`src/rtl/bip_control.sv`:
```
// bip_control: single-cycle controller for a small accumulator CPU.
// Sequences IDLE -> RUN -> HALT, decodes the opcode into datapath
// controls, steps the program counter, counts RUN cycles and flags
// undefined opcodes.
// Optional build macro: BIP_BRANCH_EN adds BEQ (8), BNE (9) and JMP (10).
module bip_control #(
  parameter int PC_WIDTH      = 11,
  parameter int OPCODE_WIDTH  = 5,
  parameter int OPERAND_WIDTH = 11,
  parameter int CNT_WIDTH     = 16
) (
  input  logic                                  clk,
  input  logic                                  rst,
  input  logic                                  Start,
  input  logic [OPCODE_WIDTH+OPERAND_WIDTH-1:0] Instruction,
  input  logic                                  AccZero,
  output logic [PC_WIDTH-1:0]                   PC,
  output logic [OPERAND_WIDTH-1:0]              Operand,
  output logic                                  WrPC,
  output logic [1:0]                            SelA,
  output logic                                  SelB,
  output logic                                  WrAcc,
  output logic                                  Op,
  output logic                                  WrRam,
  output logic                                  RdRam,
  output logic                                  Running,
  output logic                                  Halted,
  output logic                                  Illegal,
  output logic [CNT_WIDTH-1:0]                  CycleCount
);

  typedef enum logic [1:0] {
    S_IDLE = 2'd0,
    S_RUN  = 2'd1,
    S_HALT = 2'd2
  } state_t;

  localparam logic [OPCODE_WIDTH-1:0] OP_HALT  = OPCODE_WIDTH'(0);
  localparam logic [OPCODE_WIDTH-1:0] OP_STORE = OPCODE_WIDTH'(1);
  localparam logic [OPCODE_WIDTH-1:0] OP_LOAD  = OPCODE_WIDTH'(2);
  localparam logic [OPCODE_WIDTH-1:0] OP_LOADI = OPCODE_WIDTH'(3);
  localparam logic [OPCODE_WIDTH-1:0] OP_ADD   = OPCODE_WIDTH'(4);
  localparam logic [OPCODE_WIDTH-1:0] OP_ADDI  = OPCODE_WIDTH'(5);
  localparam logic [OPCODE_WIDTH-1:0] OP_SUB   = OPCODE_WIDTH'(6);
  localparam logic [OPCODE_WIDTH-1:0] OP_SUBI  = OPCODE_WIDTH'(7);
`ifdef BIP_BRANCH_EN
  localparam logic [OPCODE_WIDTH-1:0] OP_BEQ   = OPCODE_WIDTH'(8);
  localparam logic [OPCODE_WIDTH-1:0] OP_BNE   = OPCODE_WIDTH'(9);
  localparam logic [OPCODE_WIDTH-1:0] OP_JMP   = OPCODE_WIDTH'(10);
`endif

  localparam logic [CNT_WIDTH-1:0] CNT_MAX = {CNT_WIDTH{1'b1}};

  state_t                   r_state;
  state_t                   w_next_state;
  logic [PC_WIDTH-1:0]      r_pc;
  logic [PC_WIDTH-1:0]      w_next_pc;
  logic [PC_WIDTH-1:0]      w_pc_inc;
  logic [PC_WIDTH-1:0]      w_pc_target;
  logic [CNT_WIDTH-1:0]     r_cnt;
  logic [CNT_WIDTH-1:0]     w_next_cnt;
  logic                     r_illegal;
  logic                     w_next_illegal;
  logic                     r_running;
  logic                     r_halted;
  logic [OPCODE_WIDTH-1:0]  w_opcode;
  logic [OPERAND_WIDTH-1:0] w_operand;

  logic       w_wrpc;
  logic [1:0] w_sela;
  logic       w_selb;
  logic       w_wracc;
  logic       w_op;
  logic       w_wrram;
  logic       w_rdram;
  logic       w_undef;
  logic       w_take;

  assign w_opcode    = Instruction[OPCODE_WIDTH+OPERAND_WIDTH-1:OPERAND_WIDTH];
  assign w_operand   = Instruction[OPERAND_WIDTH-1:0];
  assign w_pc_inc    = r_pc + PC_WIDTH'(1);
  assign w_pc_target = w_operand[PC_WIDTH-1:0];

`ifndef BIP_BRANCH_EN
  // AccZero only steers branches, so it has no consumer in this build.
  logic w_unused_acczero;
  assign w_unused_acczero = AccZero;
`endif

  // Opcode decode: controls are live only in RUN, all zero otherwise.
  always_comb begin
    w_wrpc  = 1'b0;
    w_sela  = 2'b00;
    w_selb  = 1'b0;
    w_wracc = 1'b0;
    w_op    = 1'b0;
    w_wrram = 1'b0;
    w_rdram = 1'b0;
    w_undef = 1'b0;
    w_take  = 1'b0;
    if (r_state == S_RUN) begin
      case (w_opcode)
        OP_HALT: begin
          w_wrpc = 1'b0;
        end
        OP_STORE: begin
          w_wrpc = 1'b1; w_wrram = 1'b1;
        end
        OP_LOAD: begin
          w_wrpc = 1'b1; w_wracc = 1'b1; w_rdram = 1'b1;
        end
        OP_LOADI: begin
          w_wrpc = 1'b1; w_sela = 2'd1; w_wracc = 1'b1;
        end
        OP_ADD: begin
          w_wrpc = 1'b1; w_sela = 2'd2; w_wracc = 1'b1; w_rdram = 1'b1;
        end
        OP_ADDI: begin
          w_wrpc = 1'b1; w_sela = 2'd2; w_selb = 1'b1; w_wracc = 1'b1;
        end
        OP_SUB: begin
          w_wrpc = 1'b1; w_sela = 2'd2; w_wracc = 1'b1; w_op = 1'b1;
          w_rdram = 1'b1;
        end
        OP_SUBI: begin
          w_wrpc = 1'b1; w_sela = 2'd2; w_selb = 1'b1; w_wracc = 1'b1;
          w_op = 1'b1;
        end
`ifdef BIP_BRANCH_EN
        OP_BEQ: begin
          w_wrpc = 1'b1; w_take = AccZero;
        end
        OP_BNE: begin
          w_wrpc = 1'b1; w_take = ~AccZero;
        end
        OP_JMP: begin
          w_wrpc = 1'b1; w_take = 1'b1;
        end
`endif
        default: begin
          // Undefined opcode behaves as a NOP and is flagged.
          w_wrpc  = 1'b1;
          w_undef = 1'b1;
        end
      endcase
    end else begin
      w_wrpc = 1'b0;
    end
  end

  // Next-state, next-PC, cycle counter and sticky illegal flag.
  always_comb begin
    w_next_state   = r_state;
    w_next_pc      = r_pc;
    w_next_cnt     = r_cnt;
    w_next_illegal = r_illegal;
    case (r_state)
      S_IDLE, S_HALT: begin
        if (Start) begin
          w_next_state   = S_RUN;
          w_next_pc      = {PC_WIDTH{1'b0}};
          w_next_cnt     = {CNT_WIDTH{1'b0}};
          w_next_illegal = 1'b0;
        end else begin
          w_next_state = r_state;
        end
      end
      S_RUN: begin
        if (r_cnt != CNT_MAX) begin
          w_next_cnt = r_cnt + CNT_WIDTH'(1);
        end else begin
          w_next_cnt = r_cnt;
        end
        if (w_undef) begin
          w_next_illegal = 1'b1;
        end else begin
          w_next_illegal = r_illegal;
        end
        if (w_opcode == OP_HALT) begin
          w_next_state = S_HALT;
        end else if (w_take) begin
          w_next_pc = w_pc_target;
        end else begin
          w_next_pc = w_pc_inc;
        end
      end
      default: begin
        w_next_state   = S_IDLE;
        w_next_pc      = {PC_WIDTH{1'b0}};
        w_next_cnt     = {CNT_WIDTH{1'b0}};
        w_next_illegal = 1'b0;
      end
    endcase
  end

  // State register with synchronous reset; status flags registered too.
  always_ff @(posedge clk) begin
    if (rst) begin
      r_state   <= S_IDLE;
      r_pc      <= {PC_WIDTH{1'b0}};
      r_cnt     <= {CNT_WIDTH{1'b0}};
      r_illegal <= 1'b0;
      r_running <= 1'b0;
      r_halted  <= 1'b0;
    end else begin
      r_state   <= w_next_state;
      r_pc      <= w_next_pc;
      r_cnt     <= w_next_cnt;
      r_illegal <= w_next_illegal;
      r_running <= (w_next_state == S_RUN);
      r_halted  <= (w_next_state == S_HALT);
    end
  end

  assign PC         = r_pc;
  assign Operand    = w_operand;
  assign WrPC       = w_wrpc;
  assign SelA       = w_sela;
  assign SelB       = w_selb;
  assign WrAcc      = w_wracc;
  assign Op         = w_op;
  assign WrRam      = w_wrram;
  assign RdRam      = w_rdram;
  assign Running    = r_running;
  assign Halted     = r_halted;
  assign Illegal    = r_illegal;
  assign CycleCount = r_cnt;

endmodule

```
`config.mk`:
```
export PLATFORM = sky130hd
export DESIGN_NAME = bip_control
export DESIGN_NICKNAME = d
export VERILOG_FILES = /design/src/rtl/bip_control.sv
export SDC_FILE = /design/constraint.sdc
export NUM_CORES = 1
export LEC_CHECK = 0
export ABC_AREA = 1
export CAP_MARGIN = 20
export CORE_ASPECT_RATIO = 1.75
export CORE_MARGIN = 2
export CORE_UTILIZATION = 45
export CTS_CLUSTER_SIZE = 24
export DETAILED_ROUTE_END_ITERATION = 7
export PLACE_DENSITY = 0.86
export SYNTH_ARGS = -nofsm -noshare
export SYNTH_HDL_FRONTEND = slang
export SYNTH_SLANG_ARGS = --single-unit
```
`constraint.sdc`:
```
create_clock -name clk -period 2.3 [get_ports clk]
set_clock_uncertainty 0.2 [all_clocks]
set_input_delay 0.46 -clock clk [delete_from_list [all_inputs] [get_ports clk]]
set_output_delay 0.46 -clock clk [all_outputs]
set_load 0.01 [all_outputs]
```
* Word-level counts from Yosys, hierarchy flattened
Cells that the tools add are included.
** Operators by class
- Add/subtract/negate cells :: 2
- Equality and inequality tests :: 16
- Multiplexer cells :: 28
- Reductions and logical operators :: 12
** Operator list (count)
- $mux W16 :: 2
- $pmux W16 S2 :: 1
- $mux W11 :: 2
- $pmux W11 S2 :: 1
- $eq A5 B3 Y1 const B :: 4
- $add A16 B1 Y16 const B :: 1
- $mux W1 :: 16
- $ne A16 B16 Y1 const B :: 1
- $add A11 B1 Y11 const B :: 1
- $eq A5 B2 Y1 const B :: 2
- $pmux W2 S2 :: 2
- $reduce_or A8 Y1 :: 1
- $mux W2 :: 3
- $ne A2 B2 Y1 const B :: 3
- $reduce_and A2 Y1 :: 3
- $reduce_or A2 Y1 :: 3
- $reduce_or A6 Y1 :: 1
- $eq A5 B1 Y1 const B :: 1
- $logic_not A5 Y1 :: 1
- $eq A2 B1 Y1 const B :: 2
- $eq A2 B2 Y1 const B :: 2
- $reduce_or A4 Y1 :: 1
- $reduce_or A3 Y1 :: 1
- $logic_not A2 Y1 :: 1
- other kinds (2) :: 2
** Word-level totals
- Flip-flop bits (word level) :: 32
- Bits of input ports :: 20
- Output and inout port bits :: 49
- Logic and storage cells :: 64

* Logic depth before layout (Yosys ltp)
Gate-level depths: netlist (run 1).
- Depth in word-level cells :: 6
- Mapped depth :: 11
- Depth with buffers taken out :: 11

* Worst setup path after synthesis (run 1)
Ideal clock, no wire load.
- Kind :: flip-flop to output port
- From :: reg r_state[0]
- To :: out RdRam
- Arrival :: 1167 ps
- Setup slack :: 473 ps
- Cell stages (with the launch flop) :: 6
- Path through :: dfxtp_1 > inv_1 > nor2_2 > buf_2 > o21ai_0 > nor4_1
** Between the ends
- Cells in the longest elaborated chain, start to end :: 2
** Ends and longest elaborated chain
- start, declared :: RTL line 54 : state_t r_state;
- start signal, assigned :: RTL line 206 : r_state <= w_next_state;
- $eq A2 B1 Y1 :: RTL line 101 : if (r_state == S_RUN) begin
- $mux W1 :: RTL line 101
- end, declared :: RTL line 25 : output logic RdRam,
No other way between the ends.

* Worst setup path after layout (run 1)
- From :: in Instruction[15]
- To :: out WrAcc
** Between the ends
- Cells in the longest elaborated chain, start to end :: 4
** Ends and longest elaborated chain
- start, declared :: RTL line 15 : input logic [OPCODE_WIDTH+OPERAND_WIDTH-1:0] Instruction,
- $eq A5 B3 Y1 or $eq A5 B2 Y1 (tied branches) :: RTL line 102 : case (w_opcode)
- $reduce_or A6 Y1 (no line) (*)
- $mux W1 (*) :: RTL line 102
- $mux W1 (*) :: RTL line 101
- end, declared :: RTL line 22 : output logic WrAcc,
Mark *: on every way between the ends. The rest lies on a longest branch, timed or not.

==> flow_summary.ini, run 1 <==
[yosys]
netlist.area_leader.share = 0.3245
yosysWarnings = 0
synth-xor-area-share = 0
ys_types = 28
yosysTopAreaCell = dfxtp_1
synth_ff_type = dfxtp_1
synth.area.top_cells = dfxtp_1, nand2_1, nor2_1
ys_seq_area_frac = 0.3245
synth_top_family_by_area = simple AND/OR/NAND/NOR gates
synth_fa_ha_area_frac = 0.01267
netlist_instances = 301
synth-simple-area-share = 0.4043
ys_ff_latch = 32
async_flop_share = 0
synth_edf_count = 0
avgSynthCellArea_um2 = 6.559
muxShareOfSynthArea = 0
syn_area_mm2 = 0.001974
synth_compound_area_frac = 0.1229
synth_nets = 323

[route]
drc = 0
wl_met2_um = 2757
ant_nets = 0
dr.pass1.iters = 4
routed-via-count = 2094
drt_wl_total_um = 5142
highest_layer = met4
avgViaCountPerCell = 5.209
wl_met1_um = 1952
wire_per_inst_um = 12.79
wl_met3_um = 230
drtIter0Drc = 80

[finish]
nets = 374
drive_gt1_frac = 0.1586
layout_commonest_cell = nand2_1
area_growth_pct = 31.05
final_area_mm2 = 0.002587
final_util = 0.6177
diodes = 0
final_cells = 402
final_cell_mix = nand2_1, nor2_1, inv_1

[setup_path]
path_cells = dlygate4sd2_1, nor2_2, buf_4, buf_4, buf_4, buf_4, inv_1, nor2_1, buf_2
max_stage_delay_ps = 260
cp-start-kind = primary input
crit_required_ps = 1640
crit_path_frequent_cell = buf_4
end_kind = primary output
slowest_stage = dlygate4sd2_1
cp_num_buf_inv = 7
cp_max_fo = 3
path_delay_family = buffers and inverters
critPathArrivalTime_ps = 1530
worstSetupPathType = primary input to primary output

[grt]
grt_pass1_vias = 1918
grt-ovfl-total = 0
grt_usage = 0.2180
antenna_found_initial = 0
grt_max_degree = 14
grt_first_pass_wirelength_um = 8017

[sta]
worstMarginPinSlew_ps = 450.3
slew_headroom = 0.6995
slew_violations = 0
hold_ws_ps = 268.6
finalCritPeriodShare = 0.9536
finalWorstSetupSlack_ps = 106.6
grt_setup_unrepaired = false
fin_crit_ps = 2193
finalHoldViolCount = 0
setup_viol = 0
fmax_mhz = 455.9

[place]
io_buffers = 45
place_hpwl_um = 3793
routabilityCongestion = 0.8109
placed_area_mm2 = 0.002436
dpl.cell_count = 388
dpl_worst_slack_ps = -349.0

[cts]
clockBufferDepth = 2
cts.clk_slew.worst_paths_ps = 70
root_buffer = clkbuf_8
cts_tree = built
clock_sinks = 32
htree_levels = 2
cts_buffers = 5
clkLatencyLatePin_ps = 290

[power_and_ir_drop]
power_density_mw_per_mm2 = 484.9
max-vdd-ir-drop_mv = 0.4356
leakage_uw = 0.001111

[floorplanning]
start_util = 0.4713
die_area_mm2 = 0.004954
die_w_um = 54.07
ios = 69
die-height_um = 91.63
core-area_mm2 = 0.004189
row_count = 31

[hold_path]
hp-class = flop to flop

[run_status]
status = finished clean

[flow_run]
maxCapViolations = 0
==> layout make-up <==
| cell class | instances | area, µm² |
|---|---|---|
| well taps | 49 | 61.31 |
| clock inverters | 2 | 35.03 |
| fillers | 378 | 1602 |
| inverters | 38 | 142.6 |
| multi-input cells | 214 | 1076 |
| flip-flops and latches | 32 | 640.6 |
| repair buffers | 61 | 559.3 |
| clock buffers | 6 | 72.57 |
==> worst min-delay path: cells and delay by family (launching register included) <==
kind | cells | cell delay [ps]
flip-flops | 1 | 320
AO/OA/AOI/OAI | 1 | 50
buffers and inverters | 1 | 50
==> cell families after synthesis <==
kind of cell,Yosys count
flip-flops,32
buffers and inverters,55
AO/OA/AOI/OAI,39
AND/OR/NAND/NOR,173
adder cells (fa/ha/maj),2
==> final timing paths <==
check	slack (ps)	cells past startpoint	to	from
setup / recovery	110	9	WrAcc	Instruction[15]
hold / removal	270	2	PC[5]$_SDFFE_PP0P_	PC[5]$_SDFFE_PP0P_
setup reg to reg	330	9	CycleCount[15]$_SDFFE_PP0P_	CycleCount[1]$_SDFFE_PP0P_
hold reg to reg	270	2	PC[5]$_SDFFE_PP0P_	PC[5]$_SDFFE_PP0P_
==> per-stage QoR <==
step | setup TNS [ps] | total power (µW)
final | 0 | 1255
after global routing | 0 | 1306
after CTS | 0 | 1259
after detailed placement | -3662 | 729.6
after global placement | -3385 | 727.4
after floorplan | 0 | 684.6
==> power breakdown <==
part           total (µW)  switching [µW]  internal (µW)
registers             572            9.01            563
logic                 154            90.2           64.1
clock network         528             207            321
total                1250             306            949
==> cells in the mapped netlist, types with 2 or more instances <==
library cell  count
a21oi_1          14
a21oi_2           7
buf_2             3
buf_4            11
clkbuf_1          2
dfxtp_1          32
ha_1              2
inv_1            36
inv_2             2
nand2_1          66
nand2_2           8
nand2_4           3
nand3_1          31
nand4_1           4
nor2_1           45
nor2_2            2
nor2_4            2
nor3_1            6
o21ai_0          13
o21bai_1          2
or2_2             3
==> timing repair <==
item / in CTS / in global routing
resized for setup: 15 / 8
pin swaps: 1 / 5
buffers inserted: 3 / 3
hold buffers: 0 / 0
setup endpoints to repair: 8 / 9
==> sequential cells by signal, indices dropped and copies added (netlist names) <==
name,flops
Running,1
r_state,2
PC,11
Illegal,1
Halted,1
CycleCount,16
==> routing by layer <==
layer / GRT usage / up-vias
met5: 0 / -
met4: 0.1229 / 0
met3: 0.05049 / 21
met2: 0.3994 / 60
met1: 0.2049 / 967
li1: - / 1046
Power figures use the tool's default switching activity.
==> inputs of run 2 (changes only) <==
Settings changed: CORE_UTILIZATION 45 to 49, PLACE_DENSITY 0.86 to 0.92.
Clock period 2.3 ns to 2.6 ns, I/O delays scaled along.
==> flow_summary.ini, run 2 (synthesized netlist as in run 1, its figures left out) <==
[floorplanning]
die_w_um = 51.99
die_area_mm2 = 0.004573
core-area_mm2 = 0.003866
start_util = 0.5107
ios = 69
die-height_um = 87.97
row_count = 30

[setup_path]
crit_required_ps = 1880
worstSetupPathType = primary input to primary output
cp-startpoint = Instruction[14]
critPathArrivalTime_ps = 1780
r2r-start = CycleCount[0]$_SDFFE_PP0P_
cp_max_fo = 2
cp-start-kind = primary input
end_kind = primary output

[finish]
drive_gt1_frac = 0.1408
area_growth_pct = 29.15
nets = 369
final_cell_mix = nand2_1, nor2_1, clkdlybuf4s50_1
final_util = 0.6595
diodes = 0
layout_commonest_cell = nand2_1
largest_register_ffs = 16

[sta]
worstMarginPinSlew_ps = 477.2
fmax_mhz = 400.5
fin_crit_ps = 2497
slew_violations = 0
finalWorstSetupSlack_ps = 103.4
finalCritPeriodShare = 0.9602
slew_headroom = 0.6816
setup_viol = 0
finalHoldViolCount = 0
grt_setup_unrepaired = false

[cts]
root_buffer = clkbuf_8
clock_sinks = 32
cts_tree = built
clkLatencyLatePin_ps = 290
clockBufferDepth = 2
cts_buffers = 5
postCtsSetupBuffers = 0
cts_hold_buf = 0
htree_levels = 2
cts.clk_slew.worst_paths_ps = 70

[route]
drc = 0
routed-via-count = 2070
drt_wl_total_um = 5065
avgViaCountPerCell = 5.227
dr.pass1.iters = 4
ant_nets = 0
wire_per_inst_um = 12.79
drtIter0Drc = 48

[place]
place_hpwl_um = 3780
dpl_worst_slack_ps = -242.1
routabilityCongestion = 0.8297
io_buffers = 45

[power_and_ir_drop]
clkPwrFrac = 0.425
p_int_uw = 836.9
power_switching_uw = 274.4
seq_power_share = 0.456
power_density_mw_per_mm2 = 435.8
leakage_uw = 0.001066
max-vdd-ir-drop_mv = 0.4201
combPwrFrac = 0.119
sw_frac_of_total = 0.2469

[grt]
grt_pass1_vias = 2018
grt_max_degree = 14
grt_usage = 0.2386
grt_first_pass_wirelength_um = 8259
antenna_found_initial = 0
grt-ovfl-total = 0

[hold_path]
hold_start = PC[9]$_SDFFE_PP0P_
hp-class = flop to flop

[run_status]
status = finished clean

[flow_run]
maxCapViolations = 0
==> run 2: cell types whose count changed in the layout (fill, tap and decap cells not counted), sizes merged <==
| cell | before | now |
|---|---|---|
| buf | 17 | 11 |
| clkdlybuf4s50 | 32 | 37 |
| dlymetal6s2s | 3 | 0 |
| clkbuf | 7 | 6 |
| clkdlybuf4s15 | 1 | 0 |
| dlygate4sd2 | 7 | 8 |
==> run 2: power by group through the flow <==
| stage | logic [µW] | clock network, µW | registers (µW) |
|---|---|---|---|
| after CTS | 131 | 481 | 506 |
| after global placement | 127 | 0 | 517 |
| after global routing | 144 | 493 | 507 |
| after floorplan | 86.9 | 0 | 519 |
| after detailed placement | 130 | 0 | 517 |
| final | 132 | 472 | 507 |
==> run 2: critical path, cell delays in order <==
cell and delay [ps]:
clkdlybuf4s50_1 460, buf_4 160, nor2_1 90, nand3_1 100, nand2_1 100, inv_1 50
dlygate4sd2_1 290
==> run 2: worst paths after layout <==
path / to / slack [ps] / cells past startpoint
worst max register to register: CycleCount[12]$_SDFFE_PP0P_ / 570 / 9
worst max-delay path: WrPC / 100 / 7
worst min-delay path: PC[9]$_SDFFE_PP0P_ / 270 / 2
worst min register to register: PC[9]$_SDFFE_PP0P_ / 270 / 2
==> run 2: stage by stage <==
stage | cells | instance area, µm² | hold WS (ps) | power [µW] | setup TNS (ps)
3_3_place_gp | 388 | 2442 | 250.0 | 643.5 | -845.8
3_5_place_dp | 388 | 2442 | 266.1 | 646.9 | -1340
5_1_grt | 396 | 2550 | 297.3 | 1144 | 0
2_1_floorplan | 301 | 1974 | 281.4 | 605.6 | 0
4_1_cts | 396 | 2547 | 277.0 | 1118 | 0
6_report | 396 | 2550 | 269.9 | 1111 | 0
==> run 2: layout make-up <==
cell class | count | area, µm²
clock buffers | 6 | 72.57
well taps | 48 | 60.06
fillers | 342 | 1316
repair buffers | 56 | 523.0
clock inverters | 2 | 35.03
flip-flops and latches | 32 | 640.6
multi-input cells | 214 | 1076
inverters | 38 | 142.6
==> run 2: layer usage <==
layer | track usage | vias to the layer above | part of all wire
met5 | 0 | - | 0
met1 | 0.2089 | 949 | 0.36
met2 | 0.4626 | 63 | 0.55
met3 | 0.05290 | 17 | 0.047
met4 | 0.1483 | 0 | 0.035
li1 | - | 1041 | -
==> run 2: repair_timing <==
action,4_1_cts,5_1_grt
gates resized for setup,10,1
pin swaps,0,0
endpoints found under the setup margin,8,3
